File: src/rtl/cpu_bus_pkg.sv
// Shared types and sizing helpers for the 65C02 bus phaser.
package cpu_bus_pkg;

   typedef enum logic [1:0] {
      PH_LOW  = 2'd0,
      PH_HIGH = 2'd1,
      PH_HOLD = 2'd2
   } phase_t;

   localparam logic STROBE_IDLE = 1'b1;

   localparam int PHI2_LOW_TICKS_DEF  = 4;
   localparam int PHI2_HIGH_TICKS_DEF = 4;
   localparam int MAX_WAIT_DEF        = 8;

   // Counter must cover the longest phase, including a fully stretched PHI2-high.
   function automatic int tick_cnt_w(input int low_ticks, input int high_ticks, input int max_wait);
      int m;
      m = (low_ticks > high_ticks + max_wait) ? low_ticks : high_ticks + max_wait;
      return (m < 2) ? 1 : $clog2(m);
   endfunction

endpackage

File: src/rtl/cpu_bus_phaser_phase_counter.sv
// phase_counter: loadable down-counter with hold; tc flags the last tick of a phase.
module phase_counter
   import cpu_bus_pkg::*;
#(
   parameter int           W       = 4,
   parameter logic [W-1:0] RST_VAL = '0
) (
   input  logic         clk6x,
   input  logic         reset,
   input  logic         load,
   input  logic [W-1:0] load_val,
   input  logic         hold,
   output logic [W-1:0] count,
   output logic         tc
);

   always_ff @(posedge clk6x) begin
      if (reset) begin
         count <= RST_VAL;
      end else if (load) begin
         count <= load_val;
      end else if (!hold && count != '0) begin
         count <= count - W'(1);
      end
   end

   assign tc = (count == '0);

endmodule

File: src/rtl/cpu_bus_phaser.sv
// cpu_bus_phaser: 65C02 bus-cycle responder; generates CPHI2 from clk6x and sequences SRAM strobes.
// Optional PHI2-high wait states are enabled by defining CPU_WAITSTATE_EN.
//
// state   | meaning
// PH_LOW  | PHI2 low; CA/CRWn latched on the last tick
// PH_HIGH | PHI2 high; SRAM strobes active, CD driven on reads
// PH_HOLD | parked with PHI2 low until run_i returns
module cpu_bus_phaser
   import cpu_bus_pkg::*;
#(
   parameter int PHI2_LOW_TICKS  = PHI2_LOW_TICKS_DEF,
   parameter int PHI2_HIGH_TICKS = PHI2_HIGH_TICKS_DEF,
   parameter int MAX_WAIT        = MAX_WAIT_DEF
) (
   input  logic        clk6x,
   input  logic        reset,
   input  logic        run_i,
   input  logic [15:0] cpu_a_i,
   input  logic        cpu_rwn_i,
   input  logic [7:0]  cpu_db_i,
   output logic [7:0]  cpu_db_o,
   output logic        cpu_db_oe,
   output logic        cphi2_o,
   output logic        cycle_start_o,
   output logic [15:0] lat_addr_o,
   output logic        lat_rwn_o,
   input  logic        mem_sel_i,
   input  logic [7:0]  mem_rdata_i,
   output logic        mem_csn_o,
   output logic        mem_rdn_o,
   output logic        mem_wrn_o,
   output logic [7:0]  wdata_o,
   input  logic        wait_i,
   output logic        wait_timeout_o
);

   localparam int            TW        = tick_cnt_w(PHI2_LOW_TICKS, PHI2_HIGH_TICKS, MAX_WAIT);
   localparam logic [TW-1:0] LOW_LOAD  = TW'(PHI2_LOW_TICKS - 1);
   localparam logic [TW-1:0] HIGH_LOAD = TW'(PHI2_HIGH_TICKS - 1);

   generate
      if (PHI2_LOW_TICKS < 2) begin : g_bad_low
         $error("cpu_bus_phaser: PHI2_LOW_TICKS must be >= 2");
      end
      if (PHI2_HIGH_TICKS < 3) begin : g_bad_high
         $error("cpu_bus_phaser: PHI2_HIGH_TICKS must be >= 3");
      end
   endgenerate

   phase_t        state, state_nxt;
   logic [TW-1:0] count, load_val;
   logic          load, hold, tc;
   logic          in_high, rd_cyc, wr_cyc;
   logic [15:0]   lat_addr_q;
   logic          lat_rwn_q;
   logic [7:0]    rd_q, wd_q;
   logic          oe_hold_q;

   phase_counter #(.W(TW), .RST_VAL(LOW_LOAD)) u_phase_counter (
      .clk6x    (clk6x),
      .reset    (reset),
      .load     (load),
      .load_val (load_val),
      .hold     (hold),
      .count    (count),
      .tc       (tc)
   );

   assign in_high = (state == PH_HIGH);
   assign rd_cyc  = in_high &&  lat_rwn_q;
   assign wr_cyc  = in_high && !lat_rwn_q;

`ifdef CPU_WAITSTATE_EN
   localparam int WW = (MAX_WAIT < 1) ? 1 : $clog2(MAX_WAIT + 1);
   logic [WW-1:0] wait_cnt_q;
   logic          wait_req;

   // Stretch happens on the second-to-last high tick so the final tick stays intact.
   assign wait_req       = in_high && (count == TW'(1)) && wait_i;
   assign hold           = wait_req && (wait_cnt_q != WW'(MAX_WAIT));
   assign wait_timeout_o = wait_req && (wait_cnt_q == WW'(MAX_WAIT));

   always_ff @(posedge clk6x) begin
      if (reset || !in_high) begin
         wait_cnt_q <= '0;
      end else if (hold) begin
         wait_cnt_q <= wait_cnt_q + WW'(1);
      end
   end
`else
   logic wait_unused;
   assign wait_unused    = wait_i;
   assign hold           = 1'b0;
   assign wait_timeout_o = 1'b0;
`endif

   always_comb begin
      state_nxt     = state;
      load          = 1'b0;
      load_val      = LOW_LOAD;
      cycle_start_o = 1'b0;
      unique case (state)
         PH_LOW: begin
            if (tc) begin
               cycle_start_o = 1'b1;
               state_nxt     = PH_HIGH;
               load          = 1'b1;
               load_val      = HIGH_LOAD;
            end
         end
         PH_HIGH: begin
            if (tc) begin
               state_nxt = run_i ? PH_LOW : PH_HOLD;
               load      = 1'b1;
            end
         end
         PH_HOLD: begin
            if (run_i) begin
               state_nxt = PH_LOW;
               load      = 1'b1;
            end
         end
         default: begin
            state_nxt = PH_LOW;
            load      = 1'b1;
         end
      endcase
   end

   // Strobes come straight from state so they all release on the same edge as PHI2.
   always_comb begin
      cphi2_o   = 1'b0;
      mem_csn_o = STROBE_IDLE;
      mem_rdn_o = STROBE_IDLE;
      mem_wrn_o = STROBE_IDLE;
      if (in_high) begin
         cphi2_o   = 1'b1;
         mem_csn_o = ~mem_sel_i;
         mem_rdn_o = ~(mem_sel_i & lat_rwn_q);
         mem_wrn_o = ~(mem_sel_i & ~lat_rwn_q & (count != HIGH_LOAD));
      end
   end

   assign cpu_db_o   = rd_cyc ? mem_rdata_i : rd_q;
   assign cpu_db_oe  = rd_cyc | oe_hold_q;
   assign wdata_o    = wr_cyc ? cpu_db_i : wd_q;
   assign lat_addr_o = lat_addr_q;
   assign lat_rwn_o  = lat_rwn_q;

   always_ff @(posedge clk6x) begin
      if (reset) begin
         state      <= PH_LOW;
         lat_addr_q <= '0;
         lat_rwn_q  <= 1'b0;
         rd_q       <= '0;
         wd_q       <= '0;
         oe_hold_q  <= 1'b0;
      end else begin
         state <= state_nxt;
         if (cycle_start_o) begin
            lat_addr_q <= cpu_a_i;
            lat_rwn_q  <= cpu_rwn_i;
         end
         if (rd_cyc) rd_q <= mem_rdata_i;
         if (wr_cyc) wd_q <= cpu_db_i;
         // One extra tick of CD drive after PHI2 falls covers the CPU's data hold time.
         oe_hold_q <= rd_cyc && (state_nxt != PH_HIGH);
      end
   end

endmodule
File: config.mk
export PLATFORM = sky130hd
export DESIGN_NAME = cpu_bus_phaser
export DESIGN_NICKNAME = d
export VERILOG_FILES = /design/src/rtl/cpu_bus_pkg.sv /design/src/rtl/cpu_bus_phaser_phase_counter.sv /design/src/rtl/cpu_bus_phaser.sv
export SDC_FILE = /design/constraint.sdc
export NUM_CORES = 1
export LEC_CHECK = 0
export ABC_CLOCK_PERIOD_IN_PS = 4800
export BUFFER_PORTS_ARGS = -buffer_cell sky130_fd_sc_hd__buf_2
export CAP_MARGIN = 20
export CORE_UTILIZATION = 40
export DETAILED_ROUTE_END_ITERATION = 6
export PLACE_DENSITY = 0.69
export SYNTH_ARGS = -nofsm -noshare
export SYNTH_HDL_FRONTEND = slang
export SYNTH_SLANG_ARGS = --single-unit
File: constraint.sdc
create_clock -name clk6x -period 4.8 [get_ports clk6x]
set_input_delay 0.24 -clock clk6x [delete_from_list [all_inputs] [get_ports clk6x]]
set_output_delay 0.24 -clock clk6x [all_outputs]
set_load 0.005 [all_outputs]
# --- Word-level counts from Yosys, hierarchy flattened ---
# Index checks and enable logic that the tools add are counted.
totals:
  register_bits: 40
  out_inout_bits: 40
  wordCells: 44
op_classes:
  add_sub_neg: 1
  n_eq_ne: 4
  n_mux: 15
  bitwise_logic: 8
  n_reduce_logical: 9
op_table:
  columns: ["operator", "count"]
  rows:
  - ["$mux 8", 2]
  - ["$mux 2", 4]
  - ["$mux 1", 7]
  - ["$pmux 2 s3", 1]
  - ["$logic_not 4->1", 1]
  - ["$ne 4x2->1 const B", 1]
  - ["$not 1->1", 4]
  - ["$reduce_bool 4->1", 1]
  - ["$reduce_or 2->1", 2]
  - ["$sub 4x1->4 const B", 1]
  - ["$and 1x1->1", 3]
  - ["$logic_and 1x1->1", 3]
  - ["$eq 2x1->1 const B", 1]
  - ["$eq 2x2->1 const B", 1]
  - ["$logic_not 2->1", 1]
  - ["$ne 2x1->1 const B", 1]
  - ["$pmux 1 s2", 1]
  - ["$logic_not 1->1", 1]
  - ["$or 1x1->1", 1]

# --- Depth between registers and ports, before layout ---
# Gate-level depths: netlist of the first run.
logic_depth:
  depth_word: 5
  depth_mapped: 8

# --- Hierarchy ---
# Synthesis of the first run repeated with hierarchy kept, for this count alone.
unflattened:
  cells_unflattened: 216
  area_unflattened_um2: 2143.3
by_module_without_submodules:
  columns: ["module", "n_inst", "cells_each", "area_per_inst_um2", "seq_area_each_um2"]
  rows:
  - ["cpu_bus_phaser", 1, 188, 1914.3, 720.7]
  - ["phase_counter", 1, 28, 229.0, 80.1]

# --- Worst setup path after synthesis of the first run ---
# No wires, ideal clock.
synth_path:
  path_type: "register -> output"
  from: "register u_phase_counter.count[0]"
  to: "output cycle_start_o"
  arrival_time_ns: 1.486
  setup_slack_ns: 3.074
  path_stages_with_launch: 8
  cell_sequence: "dfxtp_1 inv_1 ha_1 or3b_1 buf_6 nor3_4 buf_6 buf_12"
synth_via:
  elab_chain_cells: 3
synth_rtl:
  columns: ["element", "line", "source"]
  rows:
  - ["from (decl)", "cpu_bus_phaser_phase_counter.sv:13", "output logic [W-1:0] count,"]
  - ["from (signal assigned)", "cpu_bus_phaser_phase_counter.sv:21", "count <= load_val;"]
  - ["from (signal assigned)", "cpu_bus_phaser_phase_counter.sv:23", "count <= count - W'(1);"]
  - ["$logic_not 4->1", "cpu_bus_phaser_phase_counter.sv:27", "assign tc = (count == '0);"]
  - ["$mux 1", "cpu_bus_phaser.sv:104", "if (tc) begin"]
  - ["$mux 1", "cpu_bus_phaser.sv:102", "unique case (state)"]
  - ["to (decl)", "cpu_bus_phaser.sv:24", "output logic cycle_start_o,"]
# Every way passes these cells.

# --- Worst setup path in the final report of the first run ---
# Ends and elaborated chain as after synthesis.

==> metrics.json, run 1 <==
{
  "outcome": {
    "run_status": "complete, no violations"
  },
  "worst_setup_path": {
    "timing.reg2reg.worst_path_depth": 6,
    "slowest_cell_on_the_critical_path": "or3b_1",
    "critical_path_required_ns": 4.56,
    "worst_path_dominant_cell_family": "simple AND/OR/NAND/NOR gates",
    "worstPathBufferInverterCount": 3,
    "cp-end-kind": "primary output",
    "critical_path_cell_sequence": "inv_1, ha_1, or3b_1, nor3_4, buf_4, buf_2",
    "reg2reg_setup_slack_ns": 2.70,
    "cp-start-kind": "flop",
    "worst-endpoint-arrival_ns": 2.27,
    "r2r_end": "lat_addr_o[6]$_SDFFE_PP0P_",
    "regToRegStartpoint": "u_phase_counter.count[0]$_SDFFE_PP1P_",
    "worstSetupPathType": "flop to primary output",
    "critPathMaxStageDelay_ns": 0.51,
    "critPathMaxFanout": 13
  },
  "synth": {
    "number_of_distinct_library_cells_after_synthesis": 25,
    "synth_top_cell_by_area": "dfxtp_1",
    "synth.net_count": 211,
    "ys_warn_count": 0,
    "synth_top_cells_by_area": "dfxtp_1, mux2_2, mux2i_1, nand2b_1, nor2b_1",
    "syn_inst": 171,
    "synth.yosys.seq_area_share": 0.441,
    "synth_top_area_share": 0.441,
    "synth.ff_latch_count": 40,
    "total_standard_cell_area_after_synthesis_sq_um": 1820,
    "syn-mean-instance-area_sq_um": 10.6
  },
  "final_layout": {
    "num-fill-cells": 408,
    "final_cell_count_no_fill": 296,
    "final_cell_area_sq_um": 2280,
    "antenna_cells_inserted": 0,
    "flow.area_growth_from_synthesis_pct": 25.3,
    "layout-drive-gt1-share": 0.463,
    "finish.net_count": 283
  },
  "clocking": {
    "cts.repair_timing.setup_buffer_count": 0,
    "clock_tree_from_tritoncts": "yes",
    "post_cts.resized_instances": 0,
    "cts_hold_repair.buffers": 0,
    "tritoncts.num_buffers": 5,
    "clock_sinks": 40,
    "clock_tree.buffer_depth": 2,
    "root_buffer": "clkbuf_8",
    "clock_insertion_delay_worst_skew_ns": 0.29,
    "reg_clk_slew_reported_paths_ns": 0.08,
    "htree_num_levels": 2
  },
  "floorplan": {
    "fp.dieArea_sq_um": 4820,
    "initial_core_util": 0.417,
    "die_w_um": 69.4,
    "die_h_um": 69.4,
    "coreArea_sq_um": 4350,
    "design.portCount": 78,
    "rows": 24
  },
  "placed_design": {
    "place_inst": 288,
    "portBuffers": 75,
    "dp_hpwl_um": 2220,
    "gp_routability_congestion": 0.687,
    "dpl-instance-area_sq_um": 2180,
    "preCtsSetupSlack_ns": 2.58
  },
  "worst_hold_path": {
    "holdPathStages": 2,
    "hold_end": "state[1]$_SDFF_PP0_",
    "worstHoldStart": "run_i",
    "timing.hold.worst.class": "primary input to flop"
  },
  "timing": {
    "achievable-frequency_mhz": 398,
    "final_skew_ns": 0.00358,
    "final_critical_path_setup_slack_ns": 2.29,
    "rsz0062_at_grt": "false",
    "slew_violations": 0,
    "hold_viol_final": 0,
    "setup_viol_count_final": 0,
    "pin_slew_with_the_least_headroom_to_its_limit_ns": 0.786,
    "final_period_minus_worst_setup_slack_ns": 2.51,
    "totalNegativeSetupSlack_ns": 0,
    "finalCritPeriodShare": 0.524,
    "maxSlewHeadroom": 0.476,
    "final.hold.worst_slack_ns": 0.142
  },
  "global_routing": {
    "via_count_of_the_first_global_routing_pass": 1290,
    "initial_antenna_violation_count": 0,
    "grt_start_max_net_pins": 57,
    "global_route_wire_length_before_repair_um": 5630,
    "grt-ovfl-total": 0,
    "grt_usage": 0.145
  },
  "power": {
    "worst_ir_drop_vdd_v": 0.000179,
    "p_per_area_nw_per_um2": 292,
    "cellLeakagePower_nw": 1.06
  },
  "job": {
    "cap_viol_max_count": 0
  },
  "routing": {
    "drt-initial-drc-count": 50,
    "routedWlPerCell_um": 10.7,
    "detail_route.drc_violations": 0,
    "dr.pass1.iters": 3,
    "wirelength_um": 3180,
    "detail_route.vias_per_cell": 4.64,
    "via_count": 1373,
    "final_antenna_net_count": 0
  }
}
-- layer usage --
metal | part of all wire | GRT usage | vias up
met4 | 0.013 | 0.0476 | 0
li1 | - | - | 705
met5 | 0 | 0 | -
met3 | 0.093 | 0.0654 | 6
met1 | 0.49 | 0.185 | 600
met2 | 0.41 | 0.219 | 62
-- synthesized netlist by cell type, drive strengths merged --
cell type	number
dfxtp	40
nand2b	28
nor2b	19
mux2i	18
mux2	17
or2b	8
nor3	7
clkbuf	6
buf	5
nor2	4
a31oi	3
nand2	3
ha	2
inv	2
nand3	2
conb	1
nand3b	1
nor3b	1
o21ai	1
or3b	1
or4b	1
xor2	1
-- worst reg2reg max path, cell delays in order, from the launching register on --
cell     delay, ns
dfxtp_1       0.36
inv_1         0.07
ha_1          0.22
or3b_1        0.51
nor3_4        0.36
buf_4         0.32
mux2i_1       0.20
-- placed cells by master, fill, tap and decap left out, drive strengths merged, types with 2 or more instances in the layout --
master and count:
nor3 7, nand2 3, clkbuf 6, mux2 17
or2b 8, nor2 4, clkinv 2, nand2b 28
buf 76, nor2b 19, ha 2, mux2i 18
a31oi 3, nand3 2, dfxtp 40, inv 2
-- cell families (layout without fill, tap and decap cells) --
kind of cell	count (synthesis)	in the layout	share of synthesized area
AND/OR/NAND/NOR	75	75	0.273
flip-flops	40	40	0.441
multiplexers	35	35	0.205
buffers and inverters	13	86	0.0482
AO/OA/AOI/OAI	4	4	0.0131
adder cells (fa/ha/maj)	2	2	0.0138
other	1	1	0.00206
XOR/XNOR	1	1	0.00482
-- metrics by stage --
| stage | power, mW | utilization |
|---|---|---|
| after detailed placement | 0.448 | 0.502 |
| final | 0.666 | 0.523 |
| after CTS | 0.677 | 0.523 |
| after global placement | 0.447 | 0.502 |
| after global routing | 0.703 | 0.523 |
| after floorplan | 0.418 | - |
-- cell type report --
cell class                      instances  area, sq um  share of cell area
Inverter                                2         7.51             0.00330
Tap cell                               52         65.1              0.0286
Clock inverter                          2         10.0             0.00440
Multi-Input combinational cell        118          928               0.408
Clock buffer                            6         82.6              0.0363
Sequential cell                        40          801               0.352
Timing Repair Buffer                   76          383               0.168
-- flip-flops by register name (all words and copies together), names as in the netlist --
signal	cells
wd_q	8
rd_q	8
lat_rwn_o	1
state	2
u_phase_counter.count	4
oe_hold_q	1
lat_addr_o	16
-- worst max-delay path by stage --
stage                                                startpoint  slack, ns       endpoint  cells past startpoint
after floorplan           u_phase_counter.count[0]$_SDFFE_PP1P_       3.07  cycle_start_o                      7
after global placement    u_phase_counter.count[0]$_SDFFE_PP1P_       2.57  cycle_start_o                      6
after detailed placement  u_phase_counter.count[0]$_SDFFE_PP1P_       2.58  cycle_start_o                      6
after CTS                 u_phase_counter.count[0]$_SDFFE_PP1P_       2.23  cycle_start_o                      6
after global routing      u_phase_counter.count[0]$_SDFFE_PP1P_       2.10  cycle_start_o                      6
final                     u_phase_counter.count[0]$_SDFFE_PP1P_       2.29  cycle_start_o                      6
-- power breakdown --
| part | switching [mW] | internal [mW] |
|---|---|---|
| combinational | 0.0370 | 0.0478 |
| sequential | 0.00955 | 0.345 |
| clock | 0.112 | 0.115 |
No activity file was read; power rests on OpenSTA's default activity.
==> inputs of run 2 (changes only) <==
--- a/config.mk
+++ b/config.mk
@@ -5,7 +5,7 @@
 export SDC_FILE = /design/constraint.sdc
 export NUM_CORES = 1
 export LEC_CHECK = 0
-export ABC_CLOCK_PERIOD_IN_PS = 4800
+export ABC_CLOCK_PERIOD_IN_PS = 2330
 export BUFFER_PORTS_ARGS = -buffer_cell sky130_fd_sc_hd__buf_2
 export CAP_MARGIN = 20
 export CORE_UTILIZATION = 40
==> constraint.sdc (replaced) <==
create_clock -name clk6x -period 2.33 [get_ports clk6x]
set_input_delay 0.1165 -clock clk6x [delete_from_list [all_inputs] [get_ports clk6x]]
set_output_delay 0.1165 -clock clk6x [all_outputs]
set_load 0.005 [all_outputs]
==> metrics.json, run 2 (synthesis gave the netlist of run 1 again) <==
{
  "final_layout": {
    "flow.area_growth_from_synthesis": {"value": 27.5, "unit": "%", "change": "was 25.3%"},
    "final_cell_area": {"value": 2320, "unit": "sq um", "change": "was 2280 sq um"},
    "max_reg_flops": {"value": 16, "change": "unchanged"},
    "finish.net_count": {"value": 285, "change": "was 283"},
    "layout_common_cells": {"value": "buf_2, dfxtp_1, nand2b_1", "change": "unchanged"},
    "antenna_cells_inserted": {"value": 0, "change": "unchanged"},
    "layout-drive-gt1-share": {"value": 0.463, "change": "about the same"},
    "num-fill-cells": {"value": 407, "change": "was 408"},
    "layout_commonest_cell": {"value": "buf_2", "change": "unchanged"}
  },
  "worst_setup_path": {
    "critical_path_required": {"value": 2.21, "unit": "ns", "change": "was 4.56 ns"},
    "cp-start-kind": {"value": "flop", "change": "unchanged"},
    "worst-endpoint-arrival": {"value": 2.02, "unit": "ns", "change": "was 2.27 ns"},
    "crit_path_start": {"value": "u_phase_counter.count[0]$_SDFFE_PP1P_", "change": "unchanged"},
    "reg2reg_setup_slack": {"value": 0.47, "unit": "ns", "change": "was 2.70 ns"},
    "r2r_end": {"value": "lat_addr_o[0]$_SDFFE_PP0P_", "change": "was lat_addr_o[6]$_SDFFE_PP0P_"},
    "timing.reg2reg.worst_path_depth": {"value": 6, "change": "unchanged"},
    "critPathMaxFanout": {"value": 18, "change": "was 13"},
    "worstSetupPathType": {"value": "flop to primary output", "change": "unchanged"},
    "cp-end-kind": {"value": "primary output", "change": "unchanged"},
    "regToRegStartpoint": {"value": "u_phase_counter.count[0]$_SDFFE_PP1P_", "change": "unchanged"}
  },
  "clocking": {
    "clock_tree_from_tritoncts": {"value": "yes", "change": "unchanged"},
    "cts.repair_timing.setup_buffer_count": {"value": 0, "change": "unchanged"},
    "clock_tree.buffer_depth": {"value": 2, "change": "unchanged"},
    "htree_num_levels": {"value": 2, "change": "unchanged"},
    "clock_sinks": {"value": 40, "change": "unchanged"},
    "reg_clk_slew_reported_paths": {"value": 0.08, "unit": "ns", "change": "about the same"},
    "tritoncts.num_buffers": {"value": 5, "change": "unchanged"},
    "root_buffer": {"value": "clkbuf_8", "change": "unchanged"},
    "clock_insertion_delay_worst_skew": {"value": 0.29, "unit": "ns", "change": "about the same"}
  },
  "timing": {
    "totalNegativeSetupSlack": {"value": 0, "unit": "ns", "change": "unchanged"},
    "rsz0062_at_grt": {"value": "false", "change": "unchanged"},
    "finalCritPeriodShare": 0.918,
    "final_skew": {"value": 0.00509, "unit": "ns", "change": "was 0.00358 ns"},
    "setup_viol_count_final": {"value": 0, "change": "unchanged"},
    "hold_viol_final": {"value": 0, "change": "unchanged"},
    "slew_violations": {"value": 0, "change": "unchanged"},
    "final_period_minus_worst_setup_slack_ns": 2.14,
    "achievable-frequency_mhz": 468
  },
  "routing": {
    "drt-initial-drc-count": {"value": 29, "change": "was 50"},
    "wirelength": {"value": 3200, "unit": "um", "change": "was 3180 um"},
    "routedWlPerCell": {"value": 10.7, "unit": "um", "change": "about the same"},
    "dr.pass1.iters": {"value": 3, "change": "unchanged"},
    "detail_route.drc_violations": {"value": 0, "change": "unchanged"},
    "final_antenna_net_count": {"value": 0, "change": "unchanged"},
    "via_count": {"value": 1363, "change": "was 1373"},
    "detail_route.vias_per_cell": {"value": 4.57, "change": "was 4.64"}
  },
  "floorplan": {
    "fp.dieArea": {"value": 4820, "unit": "sq um", "change": "unchanged"},
    "die_h": {"value": 69.4, "unit": "um", "change": "unchanged"},
    "design.portCount": {"value": 78, "change": "unchanged"},
    "die_w": {"value": 69.4, "unit": "um", "change": "unchanged"},
    "rows": {"value": 24, "change": "unchanged"},
    "initial_core_util": {"value": 0.417, "change": "unchanged"},
    "coreArea": {"value": 4350, "unit": "sq um", "change": "unchanged"}
  },
  "placed_design": {
    "portBuffers": {"value": 75, "change": "unchanged"},
    "dp_hpwl": {"value": 2220, "unit": "um", "change": "about the same"},
    "dpl-instance-area": {"value": 2190, "unit": "sq um", "change": "was 2180 sq um"},
    "gp_routability_congestion": {"value": 0.650, "change": "was 0.687"}
  },
  "worst_hold_path": {
    "hold_end": {"value": "lat_addr_o[9]$_SDFFE_PP0P_", "change": "was state[1]$_SDFF_PP0_"},
    "worstHoldStart": {"value": "cpu_a_i[9]", "change": "was run_i"},
    "holdPathStages": {"value": 3, "change": "was 2"},
    "timing.hold.worst.class": {"value": "primary input to flop", "change": "unchanged"}
  },
  "global_routing": {
    "global_route_wire_length_before_repair": {"value": 5400, "unit": "um", "change": "was 5630 um"},
    "grt-ovfl-total": {"value": 0, "change": "unchanged"},
    "grt_start_max_net_pins": {"value": 56, "change": "was 57"},
    "grt_usage": {"value": 0.140, "change": "was 0.145"},
    "via_count_of_the_first_global_routing_pass": {"value": 1258, "change": "was 1290"},
    "initial_antenna_violation_count": {"value": 0, "change": "unchanged"}
  },
  "power": {
    "cellLeakagePower": {"value": 1.07, "unit": "nW", "change": "was 1.06 nW"},
    "p_per_area": {"value": 630, "unit": "nW/um^2", "change": "was 292 nW/um^2"},
    "worst_ir_drop_vdd": {"value": 0.000336, "unit": "V", "change": "was 0.000179 V"}
  },
  "job": {
    "cap_viol_max_count": {"value": 0, "change": "unchanged"}
  },
  "outcome": {
    "run_status": {"value": "complete, no violations", "change": "unchanged"}
  }
}
## run 2: layout make-up
class	count	area, sq um	share of cell area
clock inverters	3	42.5	0.0184
well taps	52	65.1	0.0281
multi-input cells	118	928	0.401
inverters	2	7.51	0.00324
clock buffers	5	68.8	0.0297
flip-flops and latches	40	801	0.346
repair buffers	78	404	0.174
## run 2: repair_timing
item / CTS / global route
endpoints found under the hold margin: 1 / 0
setup endpoints to repair: 0 / 1
hold buffers: 1 / 0
gates resized for setup: 0 / 1
## run 2: metrics by stage
step / hold slack, ns / cells / power (mW) / util / setup slack, ns
finish: 0.0750 / 298 / 1.46 / 0.532 / 0.192
global route: 0.0684 / 298 / 1.55 / 0.532 / 0.0306
CTS: 0.0596 / 298 / 1.49 / 0.531 / 0.0790
detailed placement: 0.313 / 289 / 0.925 / 0.503 / 0.382
global placement: 0.308 / 289 / 0.922 / 0.503 / 0.436
floorplan: 0.196 / 171 / 0.862 / - / 0.615
## run 2: worst max path at each step
stage               slack [ns]  cells past startpoint                          to
floorplan                 0.62                      8  lat_addr_o[0]$_SDFFE_PP0P_
global placement          0.44                      6               cycle_start_o
detailed placement        0.38                      6  lat_addr_o[0]$_SDFFE_PP0P_
CTS                       0.08                      6               cycle_start_o
global route              0.03                      6               cycle_start_o
finish                    0.19                      6               cycle_start_o
## run 2: metal layers
metal	wire, um	global-route usage
met5	0	0
met4	36	0.0408
met3	270	0.0567
met2	1270	0.207
met1	1630	0.188
## run 2: power by group
| part | total [mW] | leakage, nW | internal [mW] | switching [mW] |
|---|---|---|---|---|
| clock | 0.552 | 0.0541 | 0.317 | 0.235 |
| sequential | 0.729 | 0.324 | 0.710 | 0.0189 |
| combinational | 0.179 | 0.692 | 0.101 | 0.0777 |
## run 2: worst max-delay path, stage by stage (launching register included)
cell	delay (ns)
dfxtp_1	0.35
inv_1	0.07
ha_1	0.23
or3b_1	0.51
nor3_4	0.17
buf_6	0.25
buf_2	0.15
